$ cat src/rtl/uart_bus_ctrl_pkg.sv
// rtl/uart_bus_ctrl_pkg.sv - register map, STATUS bit positions and shared types for uart_bus_ctrl
package uart_bus_ctrl_pkg;

  // Word offsets on the peripheral bus
  localparam logic [1:0] ADDR_DATA   = 2'd0;
  localparam logic [1:0] ADDR_STATUS = 2'd1;
  localparam logic [1:0] ADDR_DIV    = 2'd2;

  // STATUS register bit positions
  localparam int ST_TX_FULL    = 0;
  localparam int ST_TX_EMPTY   = 1;
  localparam int ST_RX_EMPTY   = 2;
  localparam int ST_RX_FULL    = 3;
  localparam int ST_RX_OVERRUN = 4;
  localparam int ST_TX_BUSY    = 5;

  // Value returned by a DATA read when nothing has been received
  localparam logic [31:0] RDATA_EMPTY = 32'hFFFF_FFFF;

  typedef enum logic {
    BUS_IDLE = 1'b0,
    BUS_ACK  = 1'b1
  } bus_state_e;

endpackage

$ cat src/rtl/uart_bus_ctrl_fifo.sv
// rtl/uart_bus_ctrl_fifo.sv - synchronous 8-bit FIFO, depth 2**AW, extra pointer bit for full/empty
module uart_bus_ctrl_fifo
  import uart_bus_ctrl_pkg::*;
#(
  parameter int AW = 2
) (
  input  logic       clk,
  input  logic       reset,
  input  logic       push,
  input  logic       pop,
  input  logic [7:0] din,
  output logic       full,
  output logic       empty,
  output logic [7:0] head
);

  localparam int DEPTH = 1 << AW;

  logic [7:0]  mem_q [DEPTH];
  logic [AW:0] wptr_q, wptr_d;
  logic [AW:0] rptr_q, rptr_d;
  logic        do_push, do_pop;

  assign full  = (wptr_q[AW] != rptr_q[AW]) && (wptr_q[AW-1:0] == rptr_q[AW-1:0]);
  assign empty = (wptr_q == rptr_q);
  assign head  = mem_q[rptr_q[AW-1:0]];

  // A push into a full FIFO is still accepted when a pop frees the head slot in the same cycle
  always_comb begin
    do_pop  = pop && !empty;
    do_push = push && (!full || do_pop);
    wptr_d  = wptr_q + {{AW{1'b0}}, do_push};
    rptr_d  = rptr_q + {{AW{1'b0}}, do_pop};
  end

  // Pointer registers; storage is not reset since empty pointers hide stale data
  always_ff @(posedge clk) begin
    if (reset) begin
      wptr_q <= '0;
      rptr_q <= '0;
    end else begin
      wptr_q <= wptr_d;
      rptr_q <= rptr_d;
    end
    if (do_push) begin
      mem_q[wptr_q[AW-1:0]] <= din;
    end
  end

endmodule

$ cat src/rtl/uart_bus_ctrl.sv
// rtl/uart_bus_ctrl.sv - bus-side uart controller; UART_BUS_CTRL_RXFIFO_EN selects RX FIFO over a holding register
module uart_bus_ctrl
  import uart_bus_ctrl_pkg::*;
#(
  parameter int          FIFO_AW   = 2,
  parameter logic [15:0] DIV_RESET = 16'd0
) (
  input  logic        clk,
  input  logic        reset,
  input  logic        sel,
  input  logic        we,
  input  logic [1:0]  addr,
  input  logic [31:0] wdata,
  output logic [31:0] rdata,
  output logic        ready,
  output logic        bitxce,
  output logic        uart_load,
  output logic [7:0]  uart_d,
  input  logic        uart_txbusy,
  input  logic        uart_bytercvd,
  input  logic [7:0]  uart_q
);

  bus_state_e  state_q, state_d;
  logic        ready_q, ready_d;
  logic [31:0] rdata_q, rdata_d;
  logic        req_we_q, req_we_d;
  logic [1:0]  req_addr_q, req_addr_d;
  logic [15:0] req_wdata_q, req_wdata_d;
  logic        req_pop_q, req_pop_d;
  logic [15:0] div_q, div_d;
  logic [15:0] cnt_q, cnt_d;
  logic        ovr_q, ovr_d;
  logic        load_q, load_d;
  logic [7:0]  d_q, d_d;

  logic        tx_push, tx_pop, tx_full, tx_empty;
  logic [7:0]  tx_head;
  logic        rx_pop, rx_full, rx_empty;
  logic [7:0]  rx_head;
  logic        ack_wr, div_wr, ovr_clr, ovr_set;
  logic [31:0] status_word;
  logic        unused_wdata_hi;

  assign unused_wdata_hi = ^wdata[31:16];

  // Register side effects happen in the ACK cycle, after read data was captured
  assign ack_wr  = (state_q == BUS_ACK) && req_we_q;
  assign tx_push = ack_wr && (req_addr_q == ADDR_DATA);
  assign div_wr  = ack_wr && (req_addr_q == ADDR_DIV);
  assign ovr_clr = ack_wr && (req_addr_q == ADDR_STATUS) && req_wdata_q[ST_RX_OVERRUN];
  assign rx_pop  = (state_q == BUS_ACK) && req_pop_q;
  assign ovr_set = uart_bytercvd && rx_full && !rx_pop;

  assign ready     = ready_q;
  assign rdata     = rdata_q;
  assign uart_load = load_q;
  assign uart_d    = d_q;
  assign bitxce    = !reset && (cnt_q == 16'd0);

  uart_bus_ctrl_fifo #(.AW(FIFO_AW)) u_tx_fifo (
    .clk   (clk),
    .reset (reset),
    .push  (tx_push),
    .pop   (tx_pop),
    .din   (req_wdata_q[7:0]),
    .full  (tx_full),
    .empty (tx_empty),
    .head  (tx_head)
  );

`ifdef UART_BUS_CTRL_RXFIFO_EN
  uart_bus_ctrl_fifo #(.AW(FIFO_AW)) u_rx_fifo (
    .clk   (clk),
    .reset (reset),
    .push  (uart_bytercvd),
    .pop   (rx_pop),
    .din   (uart_q),
    .full  (rx_full),
    .empty (rx_empty),
    .head  (rx_head)
  );
`else
  logic       rx_valid_q, rx_valid_d;
  logic [7:0] rx_hold_q, rx_hold_d;

  assign rx_full  = rx_valid_q;
  assign rx_empty = !rx_valid_q;
  assign rx_head  = rx_hold_q;

  // Single-entry receive buffer: a new byte lands only if the slot is free or being read out
  always_comb begin
    rx_valid_d = rx_valid_q;
    rx_hold_d  = rx_hold_q;
    if (rx_pop) begin
      rx_valid_d = 1'b0;
    end
    if (uart_bytercvd && (!rx_valid_q || rx_pop)) begin
      rx_valid_d = 1'b1;
      rx_hold_d  = uart_q;
    end
  end

  // Holding register state
  always_ff @(posedge clk) begin
    if (reset) begin
      rx_valid_q <= 1'b0;
      rx_hold_q  <= '0;
    end else begin
      rx_valid_q <= rx_valid_d;
      rx_hold_q  <= rx_hold_d;
    end
  end
`endif

  // STATUS word assembled from live FIFO flags
  always_comb begin
    status_word                = '0;
    status_word[ST_TX_FULL]    = tx_full;
    status_word[ST_TX_EMPTY]   = tx_empty;
    status_word[ST_RX_EMPTY]   = rx_empty;
    status_word[ST_RX_FULL]    = rx_full;
    status_word[ST_RX_OVERRUN] = ovr_q;
    status_word[ST_TX_BUSY]    = uart_txbusy;
  end

  // Bus FSM: accept in IDLE (DATA writes wait for TX space), acknowledge for exactly one cycle
  always_comb begin
    state_d     = state_q;
    ready_d     = 1'b0;
    rdata_d     = rdata_q;
    req_we_d    = req_we_q;
    req_addr_d  = req_addr_q;
    req_wdata_d = req_wdata_q;
    req_pop_d   = 1'b0;
    case (state_q)
      BUS_IDLE: begin
        if (sel && !(we && (addr == ADDR_DATA) && tx_full)) begin
          state_d     = BUS_ACK;
          ready_d     = 1'b1;
          req_we_d    = we;
          req_addr_d  = addr;
          req_wdata_d = wdata[15:0];
          rdata_d     = '0;
          if (!we) begin
            case (addr)
              ADDR_DATA: begin
                if (rx_empty) begin
                  rdata_d = RDATA_EMPTY;
                end else begin
                  rdata_d   = {24'b0, rx_head};
                  req_pop_d = 1'b1;
                end
              end
              ADDR_STATUS: rdata_d = status_word;
              ADDR_DIV:    rdata_d = {16'b0, div_q};
              default:     rdata_d = '0;
            endcase
          end
        end
      end
      BUS_ACK: state_d = BUS_IDLE;
      default: state_d = BUS_IDLE;
    endcase
  end

  // Divisor, baud counter, overrun flag and TX drain handshake
  always_comb begin
    div_d = div_wr ? req_wdata_q : div_q;
    if (div_wr) begin
      cnt_d = '0;
    end else if (cnt_q == 16'd0) begin
      cnt_d = div_q;
    end else begin
      cnt_d = cnt_q - 16'd1;
    end

    ovr_d = ovr_q;
    if (ovr_clr) ovr_d = 1'b0;
    if (ovr_set) ovr_d = 1'b1;

    // load_q guard covers the cycle before the core reports busy
    load_d = !tx_empty && !uart_txbusy && !load_q;
    d_d    = load_d ? tx_head : d_q;
    tx_pop = load_q;
  end

  // Controller registers
  always_ff @(posedge clk) begin
    if (reset) begin
      state_q     <= BUS_IDLE;
      ready_q     <= 1'b0;
      rdata_q     <= '0;
      req_we_q    <= 1'b0;
      req_addr_q  <= '0;
      req_wdata_q <= '0;
      req_pop_q   <= 1'b0;
      div_q       <= DIV_RESET;
      cnt_q       <= '0;
      ovr_q       <= 1'b0;
      load_q      <= 1'b0;
      d_q         <= '0;
    end else begin
      state_q     <= state_d;
      ready_q     <= ready_d;
      rdata_q     <= rdata_d;
      req_we_q    <= req_we_d;
      req_addr_q  <= req_addr_d;
      req_wdata_q <= req_wdata_d;
      req_pop_q   <= req_pop_d;
      div_q       <= div_d;
      cnt_q       <= cnt_d;
      ovr_q       <= ovr_d;
      load_q      <= load_d;
      d_q         <= d_d;
    end
  end

endmodule

$ cat config.mk
export PLATFORM = sky130hd
export DESIGN_NAME = uart_bus_ctrl
export DESIGN_NICKNAME = d
export VERILOG_FILES = /design/src/rtl/uart_bus_ctrl_pkg.sv /design/src/rtl/uart_bus_ctrl_fifo.sv /design/src/rtl/uart_bus_ctrl.sv
export SDC_FILE = /design/constraint.sdc
export NUM_CORES = 1
export LEC_CHECK = 0
export BUFFER_PORTS_ARGS = -buffer_cell sky130_fd_sc_hd__buf_2
export CORE_MARGIN = 2
export CORE_UTILIZATION = 56
export DETAILED_ROUTE_END_ITERATION = 8
export GPL_TIMING_DRIVEN = 0
export PLACE_DENSITY = 0.8
export SLEW_MARGIN = 20
export SYNTH_ARGS = -nofsm -noshare
export SYNTH_HDL_FRONTEND = slang
export SYNTH_SLANG_ARGS = --single-unit
$ cat constraint.sdc
create_clock -name clk -period 3.1 [get_ports clk]
set_clock_uncertainty 0.15 [all_clocks]
set_input_delay 0.465 -clock clk [delete_from_list [all_inputs] [get_ports clk]]
set_output_delay 0.465 -clock clk [all_outputs]
set_load 0.01 [all_outputs]
==> flow_metrics.tcl, run 1 <==
set metrics [dict create \
    start_util_pct 57.89 \
    clk_pin_slew_ns 0.06 \
    fill_cells 653 \
    yosysWarnings 0 \
    drive_above_1_share_pct 24.49 \
    holdPathStages 3 \
    grt_first_pass_wirelength_um 20310 \
    place_inst 728 \
    yosysUniqueCellTypes 54 \
    cts_buffer_depth 2 \
    routedWlPerCell_um 16.55 \
    fin_crit_sh_pct 94.07 \
    slew_headroom_pct 41.38 \
    critPathTopFamily "simple AND/OR/NAND/NOR gates" \
    hold_violations 0 \
    crit_type "register to primary output" \
    required_ns 2.48 \
    holdWs_ns 0.03479 \
    status "finished, final reports clean" \
    avgSynthCellArea_um2 10.21 \
    period_needed_ns 2.916 \
    worst_pin_slew_ns 0.8794 \
    startpoint_type "register" \
    final_area_um2 6500 \
    ios 91 \
    synth_edf_count 32 \
    cts_tree "done" \
    dp_hpwl_um 8915 \
    use_met3_pct 5.659 \
    syn_inst 524 \
    yosysTopAreaCellShare_pct 35.56 \
    gr-usage-met2_pct 42.16 \
    htreeDepth 4 \
    ys_seq_elements 127 \
    dp_slack_ns 0.4756 \
    drcViolationCount 0 \
    power_mw 4.696 \
    cp.arrival_ns 2.30 \
    crit_path_frequent_cell "buf_6" \
    gr-total-overflow 0 \
    hp-class "input port to register" \
    chipWidth_um 101.7 \
    hold_buffers 0 \
    cp-end-kind "primary output" \
    path_max_fanout 10 \
    die-area_um2 10350 \
    cp.buffers_inverters 3 \
    first_pass_iters 4 \
    antenna_found_initial 0 \
    port_buffers 72 \
    fmax_ghz 0.3429 \
    synth_ff_type "dfxtp_1" \
    clk-insertion-delay-late_ns 0.51 \
    slowest_stage "nor4_1" \
    rsz0062_at_grt "no" \
    drt-initial-drc-count 246 \
    min-delay-start "uart_q[6]" \
    vias_per_cell 5.630 \
    power_leakage_nw 2.610 \
    final_util_pct 70.35 \
    row_count 35 \
    num_vias 4290 \
    grt_pass1_vias 4218 \
    coreArea_um2 9240 \
    setup_tns_ns 0 \
    gp_congestion 0.8346 \
    grt_max_degree 18 \
    die_h_um 101.7 \
    reg2reg_depth 7 \
    r2r-end "u_tx_fifo.wptr_q[1]" \
    async_reset_ff_share_pct 0 \
    regToRegSetupSlack_ns 0.44 \
    peakVddDrop_uv 467.6 \
    holdPathEnd "rx_head[6]" \
    ys_seq_area_share_pct 53.52 \
    grt_use_met1_pct 33.05 \
    synth_top_area_cell "dfxtp_1" \
    cts_root_buffer "clkbuf_8" \
    path_cells "nor4_1 -> nand3_2 -> or2_1 -> buf_6 -> buf_6 -> nor2_1 -> buf_2" \
    ant_nets 0 \
    finalNetCount 674 \
    synth.area.top_cells "dfxtp_1 36%, edfxtp_1 18%, nand2_1 6.0%" \
    grt.busiest_layer "met2" \
    cts_buffers 17 \
    post_dp_cell_area_um2 5912 \
    wirelength_um 12610 \
    maxCapViolations 0 \
    worst_slack_ns 0.1838 \
    p_per_area_nw_per_um2 722.4 \
    area_growth_pct 21.52 \
    cpPeakStageDelay_ns 0.43 \
    synth_nets 578 \
    diodes 0 \
    setup_viol_count_final 0 \
    cts_num_sinks 127 \
    worst_r2r_startpoint "u_tx_fifo.rptr_q[1]" \
    fin_cells 762 \
    grt_usage_pct 25.89 \
    netlist_area_um2 5349 \
    final-max-slew-violation-count 0 \
]
==> cell families (layout without fill, tap and decap cells) <==
kind of cell             count (synthesis)  after routing  synth area share (%)
AO/OA/AOI/OAI                          105            105                 12.91
XOR/XNOR                                17             17                 3.064
adder cells (fa/ha/maj)                  6              6                 1.403
buffers and inverters                   53            162                 5.544
flip-flops                             127            127                 53.52
multiplexers                            25             25                 6.573
AND/OR/NAND/NOR                        191            191                 16.98
==> registers in the layout, indices dropped and copies added (netlist names), 2 cells and up <==
name and count:
u_tx_fifo.mem_q 32, rdata 17, cnt_q 16, div_q 16, req_wdata_q 16, rx_head 8
uart_d 8, u_tx_fifo.rptr_q 3, u_tx_fifo.wptr_q 3, req_addr_q 2
==> worst min-delay path, cell delays in order <==
cell	delay [ns]
buf_2	0.08
mux2i_1	0.05
nor2_1	0.07
==> worst max-delay path by stage <==
stage	startpoint	end	slack, ns	depth (start not counted)
2_1_floorplan	u_tx_fifo.rptr_q[1]	u_tx_fifo.mem_q[2][0]	0.57	4
3_3_place_gp	u_tx_fifo.rptr_q[1]	u_tx_fifo.mem_q[2][0]	-0.12	4
3_5_place_dp	u_tx_fifo.rptr_q[1]	u_tx_fifo.wptr_q[1]	0.48	7
4_1_cts	cnt_q[3]	bitxce	0.06	7
5_1_grt	cnt_q[1]	bitxce	0.06	9
6_report	cnt_q[2]	bitxce	0.18	7
==> synth_stat cells, types with 2 or more instances <==
| cell type | instances |
|---|---|
| dfxtp_1 | 95 |
| nand2_1 | 85 |
| a21oi_1 | 56 |
| nor2_1 | 48 |
| edfxtp_1 | 32 |
| buf_4 | 19 |
| clkbuf_1 | 17 |
| mux2i_1 | 16 |
| a211oi_1 | 15 |
| o31ai_1 | 15 |
| nor3_1 | 11 |
| nor2b_1 | 10 |
| inv_1 | 8 |
| mux4_2 | 8 |
| xnor2_1 | 8 |
| xor2_1 | 7 |
| ha_1 | 6 |
| o2bb2ai_1 | 6 |
| nor4_1 | 5 |
| nand2b_1 | 4 |
| nand4_1 | 4 |
| buf_1 | 3 |
| buf_2 | 3 |
| buf_6 | 3 |
| a21boi_0 | 2 |
| a22oi_1 | 2 |
| nand3_1 | 2 |
| nand3b_1 | 2 |
| nand4b_1 | 2 |
| nor3b_1 | 2 |
| nor4b_1 | 2 |
| o41a_1 | 2 |
| or3_1 | 2 |
| xor2_2 | 2 |
==> power by group <==
part	switching (mW)	internal, mW	leakage [nW]	total [mW]
Clock	0.705	1.18	0.273	1.88
Combinational	0.512	0.380	1.27	0.892
Sequential	0.117	1.80	1.07	1.92
==> cell usage in the layout (no fill, tap or decap), types with 4 or more instances in the layout <==
| cell type | netlist | layout |
|---|---|---|
| inv_1 | 8 | 8 |
| o2bb2ai_1 | 6 | 6 |
| clkbuf_16 | 0 | 16 |
| mux2i_1 | 16 | 16 |
| ha_1 | 6 | 6 |
| nor2b_1 | 10 | 9 |
| clkbuf_1 | 17 | 19 |
| o31ai_1 | 15 | 15 |
| nand4_1 | 4 | 4 |
| nor3_1 | 11 | 11 |
| nor4_1 | 5 | 4 |
| mux4_2 | 8 | 8 |
| edfxtp_1 | 32 | 32 |
| dfxtp_1 | 95 | 95 |
| buf_2 | 3 | 75 |
| nand2b_1 | 4 | 4 |
| a211oi_1 | 15 | 15 |
| buf_4 | 19 | 24 |
| nor2_1 | 48 | 48 |
| xnor2_1 | 8 | 8 |
| clkinv_2 | 0 | 5 |
| xor2_1 | 7 | 7 |
| a21oi_1 | 56 | 56 |
| nand2_1 | 85 | 85 |
==> metal layers <==
layer,part of all wire (%),vias to the layer above,wire [um]
met4,2.5,0,310
met1,43,2060,5397
li1,-,2037,-
met2,49,165,6173
met3,5.8,28,727
met5,0,-,0
==> timing repair <==
action / in CTS / in global routing
setup endpoints to repair: 0 / 1
setup buffers: 0 / 2
gates resized for setup: 0 / 2
==> area by class of cell <==
cell class	count	area, um2	share of cell area [%]
multi-input combinational	344	2216	34.09
clock buffer	21	449.2	6.910
tap	129	161.4	2.483
timing repair buffer	77	397.9	6.121
buffer	45	266.5	4.100
clock inverter	11	116.4	1.790
inverter	8	30.03	0.4620
sequential	127	2863	44.04
(Power assumes the default switching activity.)
==> inputs of run 2 (changes only) <==
ABC_AREA = 1   (was default)
PLACE_DENSITY = 0.79   (was 0.8)
SYNTH_HIERARCHICAL = 1   (was default)
==> flow_metrics.tcl, run 2 <==
set metrics [dict create \
    status "finished, final reports clean" \
    holdPathEnd "rx_head[4]" \
    reg2reg_depth 12 \
    grt_pass1_vias 4836 \
    clockPowerShare_pct 35.5 \
    period_needed_ns 2.555 \
    cts_root_buffer "clkbuf_8" \
    routedWlPerCell_um 13.95 \
    grt_first_pass_wirelength_um 22020 \
    cts_resized 0 \
    drcViolationCount 0 \
    synth_nets 750 \
    dp_hpwl_um 9329 \
    fin_crit_sh_pct 82.41 \
    drt-initial-drc-count 289 \
    wirelength_um 13050 \
    power_frac_seq_pct 40.1 \
    htreeDepth 4 \
    min-delay-start "uart_q[4]" \
    cts_num_sinks 127 \
    area_growth_pct 18.88 \
    regToRegSetupSlack_ns 0.96 \
    avgSynthCellArea_um2 8.054 \
    synth_ff_type "dfxtp_1" \
    synth_compound_area_share_pct 12.92 \
    slowest_stage "dfxtp_1" \
    worst_pin_slew_ns 0.8308 \
    startpoint_type "register" \
    cp-end-kind "primary output" \
    synth_top_area_cell "dfxtp_1" \
    hp-class "input port to register" \
    wl_met3_um 911 \
    maxCapViolations 0 \
    power_leakage_nw 2.950 \
    met2_wirelength_um 6008 \
    clk-insertion-delay-late_ns 0.52 \
    fill_cells 793 \
    path_cells "inv_1 -> ha_1 -> inv_1 -> nor2_1 -> nand2_1 -> nor2_1 -> nand3_1 -> buf_2 -> nor2_1 -> buf_2" \
    final_util_pct 68.49 \
    gr-total-overflow 0 \
    final_cell_mix "167 x nor2_1, 101 x nand2_1, 95 x dfxtp_1, 87 x o21ai_0, 81 x buf_2" \
    port_buffers 74 \
    vias_per_cell 5.133 \
    cts_tree "done" \
    setup_viol_count_final 0 \
    swShare_pct 32.37 \
    diodes 0 \
    r2r-end "req_we_q" \
    crit_type "register to primary output" \
    cp.arrival_ns 1.94 \
    first_pass_iters 5 \
    synthTopCellsByCount "167 x nor2_1, 101 x nand2_1, 95 x dfxtp_1, 87 x o21ai_0, 44 x inv_1" \
    final-max-slew-violation-count 0 \
    grt_max_degree 18 \
    p_per_area_nw_per_um2 733.3 \
    ys_seq_elements 127 \
    ys_seq_area_share_pct 51.07 \
    wl_met1_um 5776 \
    yosysUniqueCellTypes 31 \
    rsz0062_at_grt "no" \
    p_int_mw 3.305 \
    cts_buffers 17 \
    slew_headroom_pct 44.41 \
    synth.area.top_cells "dfxtp_1 34%, edfxtp_1 17%, nor2_1 11%" \
    final_common_cell "nor2_1" \
    grt_usage_pct 25.33 \
    die_h_um 104.0 \
    path_max_fanout 10 \
    coreArea_um2 9729 \
    cpPeakStageDelay_ns 0.32 \
    async_reset_ff_share_pct 0 \
    ios 91 \
    clk_pin_slew_ns 0.06 \
    synth_mux_area_share_pct 0 \
    yosysWarnings 6 \
    ant_nets 0 \
    power_mw 4.887 \
    pwr-share-comb_pct 24.4 \
    yosysTopAreaCellShare_pct 33.93 \
    start_util_pct 57.61 \
    synth_fa_ha_area_share_pct 1.339 \
    synth_edf_count 32 \
    antenna_found_initial 0 \
    hold_violations 0 \
    crit_path_frequent_cell "nor2_1" \
    drive_above_1_share_pct 23.07 \
    synth_top_family_by_area "simple AND/OR/NAND/NOR gates" \
    yosys.area_share.simple_pct 24.69 \
    hold_buffers 0 \
    post_cts_buffers 0 \
    chipWidth_um 104.0 \
    peakVddDrop_uv 388.2 \
    gp_congestion 0.8946 \
    die-area_um2 10830 \
    num_vias 4799 \
    fmax_ghz 0.3914 \
    cts_buffer_depth 2 \
    netlist_area_um2 5605 \
    topRoutingLayerUsed "met4" \
    worst_r2r_startpoint "u_tx_fifo/rptr_q[1]" \
    yosysMostFrequentCell "nor2_1" \
    largest_reg_flops 32 \
    synth_xor_area_share_pct 1.228 \
    finalNetCount 843 \
    p_sw_mw 1.582 \
    setup_tns_ns 0 \
    holdPathStages 3 \
    required_ns 2.48 \
    syn_inst 696 \
    row_count 36 \
]
## run 2: cell types whose count changed in the layout (fill, tap and decap cells not counted), sizes merged, moves of 22 or more
| cell | previous run | this run |
|---|---|---|
| a21oi | 56 | 34 |
| inv | 8 | 52 |
| nand2 | 86 | 116 |
| nand3 | 2 | 24 |
| nor2 | 49 | 179 |
| o21ai | 1 | 94 |
## run 2: how the worst max path moves through the flow
stage | startpoint | endpoint | slack [ns]
after detailed placement | state_q | u_tx_fifo/mem_q[3][2] | 0.96
after floorplan | cnt_q[0] | bitxce | 1.31
final | cnt_q[0] | bitxce | 0.55
after CTS | cnt_q[0] | bitxce | 0.54
after global placement | state_q | u_tx_fifo/mem_q[3][4] | 1.00
after global routing | cnt_q[0] | bitxce | 0.39
## run 2: logic make-up (layout without fill, tap and decap cells)
| kind of cell | count (synthesis) | after routing |
|---|---|---|
| simple gates | 326 | 326 |
| fa+ha+maj | 6 | 6 |
| xor+xnor | 7 | 7 |
| buf+inv | 94 | 200 |
| flops | 127 | 127 |
| compound gates | 136 | 136 |
## run 2: final cells by class
class / instances / area, um2 / area share [%]
Buffer: 41 / 289.0 / 4.337
Clock buffer: 19 / 421.7 / 6.327
Clock inverter: 13 / 100.1 / 1.502
Inverter: 53 / 201.4 / 3.023
Multi-Input combinational cell: 475 / 2252 / 33.80
Sequential cell: 127 / 2863 / 42.96
Tap cell: 133 / 166.4 / 2.497
Timing Repair Buffer: 74 / 370.4 / 5.558
## run 2: worst max-delay path: cells and delay by family, from the launching register on
kind | cells | cell delay, ns
adders and majority gates | 1 | 0.16
DFF | 1 | 0.32
buffers and inverters | 4 | 0.51
and+or+nand+nor | 5 | 0.42
## run 2: per-stage QoR
stage	hold slack, ns	setup slack (ns)	cells	instance area, um2
5_1_grt	0.01673	0.3890	935	6664
3_5_place_dp	0.3062	0.9628	903	6142
4_1_cts	0.005861	0.5367	935	6664
6_report	0.01248	0.5451	935	6664
3_3_place_gp	0.3069	1.004	903	6142
2_1_floorplan	0.2940	1.308	696	5605
## run 2: power by group through the flow
stage | Combinational, mW | Clock [mW] | Sequential, mW
detailed placement | 1.17 | 0 | 1.99
CTS | 1.18 | 1.75 | 1.96
global placement | 1.13 | 0 | 1.98
global route | 1.38 | 1.82 | 1.97
floorplan | 0.938 | 0 | 1.96
finish | 1.19 | 1.74 | 1.96
## run 2: metal layers
metal,up-vias,track usage (%)
li1,2422,-
met1,2161,32.57
met2,181,40.23
met3,35,6.955
met4,0,10.91
met5,-,0
==> inputs of run 3 (changes only) <==
CORE_UTILIZATION = 51   (was 56)
PLACE_DENSITY = 0.76   (was 0.79)
clock period = 2.25 ns   (was 3.1 ns; I/O delays follow)
==> flow_metrics.tcl, run 3 (synthesis results as in run 2) <==
set metrics [dict create \
    worst_pin_slew_ns 0.8308 \
    first_pass_iters 5 \
    die-area_um2 11850 \
    gp_congestion 0.8901 \
    area_growth_pct 26.14 \
    power_leakage_nw 3.118 \
    clk_pin_slew_ns 0.06 \
    hold_violations 0 \
    largest_reg_flops 32 \
    grt_first_pass_wirelength_um 22940 \
    drive_above_1_share_pct 23.17 \
    path_max_fanout 3 \
    place_inst 910 \
    antenna_found_initial 0 \
    fin_cells 973 \
    cts_buffer_depth 2 \
    swShare_pct 30.58 \
    peakVddDrop_uv 601.3 \
    drcViolationCount 0 \
    pwr-share-comb_pct 24.4 \
    p_per_area_nw_per_um2 1021 \
    routedWlPerCell_um 14.24 \
    cp-end-kind "primary output" \
    clk-insertion-delay-late_ns 0.52 \
    grt_usage_pct 25.22 \
    rsz0062_at_grt "yes" \
    coreArea_um2 10790 \
    final_cell_mix "165 x nor2_1, 101 x nand2_1, 94 x dfxtp_1, 87 x o21ai_0, 80 x buf_2" \
    worst_slack_ns 0.08085 \
    grt_pass1_vias 4906 \
    clockPowerShare_pct 38.2 \
    finalNetCount 874 \
    fin_crit_sh_pct 96.41 \
    htreeDepth 4 \
    fmax_ghz 0.4610 \
    fill_cells 834 \
    final-max-slew-violation-count 0 \
    ios 91 \
    cp.arrival_ns 1.68 \
    period_needed_ns 2.169 \
    p_sw_mw 2.207 \
    die_h_um 108.8 \
    slew_headroom_pct 44.41 \
    ant_nets 0 \
    gr-total-overflow 0 \
    hp-class "input port to register" \
    holdWs_ns 0.03777 \
    row_count 38 \
    power_frac_seq_pct 37.5 \
    dp_slack_ns 0.1323 \
    wirelength_um 13860 \
    cts_num_sinks 127 \
    maxCapViolations 0 \
    setup_viol_count_final 0 \
    cts_root_buffer "clkbuf_8" \
    cts_tree "done" \
    start_util_pct 51.94 \
    startpoint_type "register" \
    required_ns 1.76 \
    cts_buffers 17 \
    port_buffers 74 \
    grt_max_degree 18 \
    p_int_mw 5.010 \
    vias_per_cell 5.184 \
    power_mw 7.217 \
    final_common_cell "nor2_1" \
    dp_hpwl_um 9564 \
    final_area_um2 7071 \
    diodes 0 \
    post_dp_cell_area_um2 6151 \
    chipWidth_um 108.8 \
    drt-initial-drc-count 373 \
    crit_type "register to primary output" \
    status "finished, final reports clean" \
    num_vias 5044 \
]
## run 3: changes by cell type in the layout (fill, tap and decap cells not counted), sizes merged
cell	before	now
buf	106	109
bufinv	1	4
clkbuf	28	33
clkinv	10	5
clkinvlp	3	0
dlygate4sd3	0	28
## run 3: path summary, 6_finish.rpt
path | startpoint | end | slack, ns | cells after the start
max | cnt_q[0] | bitxce | 0.08 | 9
min | sel | req_addr_q[0] | 0.04 | 5
max reg2reg | state_q | u_tx_fifo/mem_q[3][1] | 0.13 | 4
min reg2reg | rdata[0] | rdata[0] | 0.31 | 2
## run 3: area by class of cell
| cell class | count | area [um2] | share of cell area (%) |
|---|---|---|---|
| plain buffers | 40 | 284.0 | 4.017 |
| repair buffers | 106 | 680.7 | 9.627 |
| inverters | 53 | 201.4 | 2.849 |
| clock buffers | 24 | 450.4 | 6.371 |
| multi-input cells | 475 | 2275 | 32.17 |
| flip-flops and latches | 127 | 2864 | 40.51 |
| well taps | 140 | 175.2 | 2.477 |
| clock inverters | 8 | 140.1 | 1.982 |
## run 3: through the flow
step	util, %	setup TNS [ns]
global placement	56.99	0
floorplan	-	0
finish	65.51	0
CTS	65.34	-0.01388
global route	65.51	-0.03719
detailed placement	56.99	0
## run 3: power by group through the flow
stage	Combinational [mW]	Sequential [mW]	Clock (mW)
global route	2.01	2.73	2.87
floorplan	1.29	2.70	0
detailed placement	1.61	2.74	0
CTS	1.72	2.70	2.78
global placement	1.57	2.73	0
finish	1.76	2.70	2.75
## run 3: worst max-delay path: stages, from the launching register on
cell,delay [ns]
dfxtp_2,0.32
inv_2,0.08
ha_4,0.13
inv_2,0.04
nor2_2,0.07
nand2_1,0.05
nor2_1,0.12
nand3_2,0.12
nor2_2,0.09
buf_2,0.13
## run 3: per-layer routing
layer | global-route usage, % | up-vias | routed length, um
li1 | - | 2483 | -
met1 | 32.19 | 2359 | 5979
met2 | 41.12 | 178 | 6729
met3 | 6.157 | 24 | 857
met4 | 10.26 | 0 | 294
met5 | 0 | - | 0
## run 3: repair_timing
item | 4_1_cts | 5_1_grt
endpoints found under the hold margin | 34 | 0
pin swaps | 0 | 1
resized for setup | 5 | 6
endpoints found under the setup margin | 1 | 1
hold buffers | 28 | 0
buffers inserted | 3 | 1
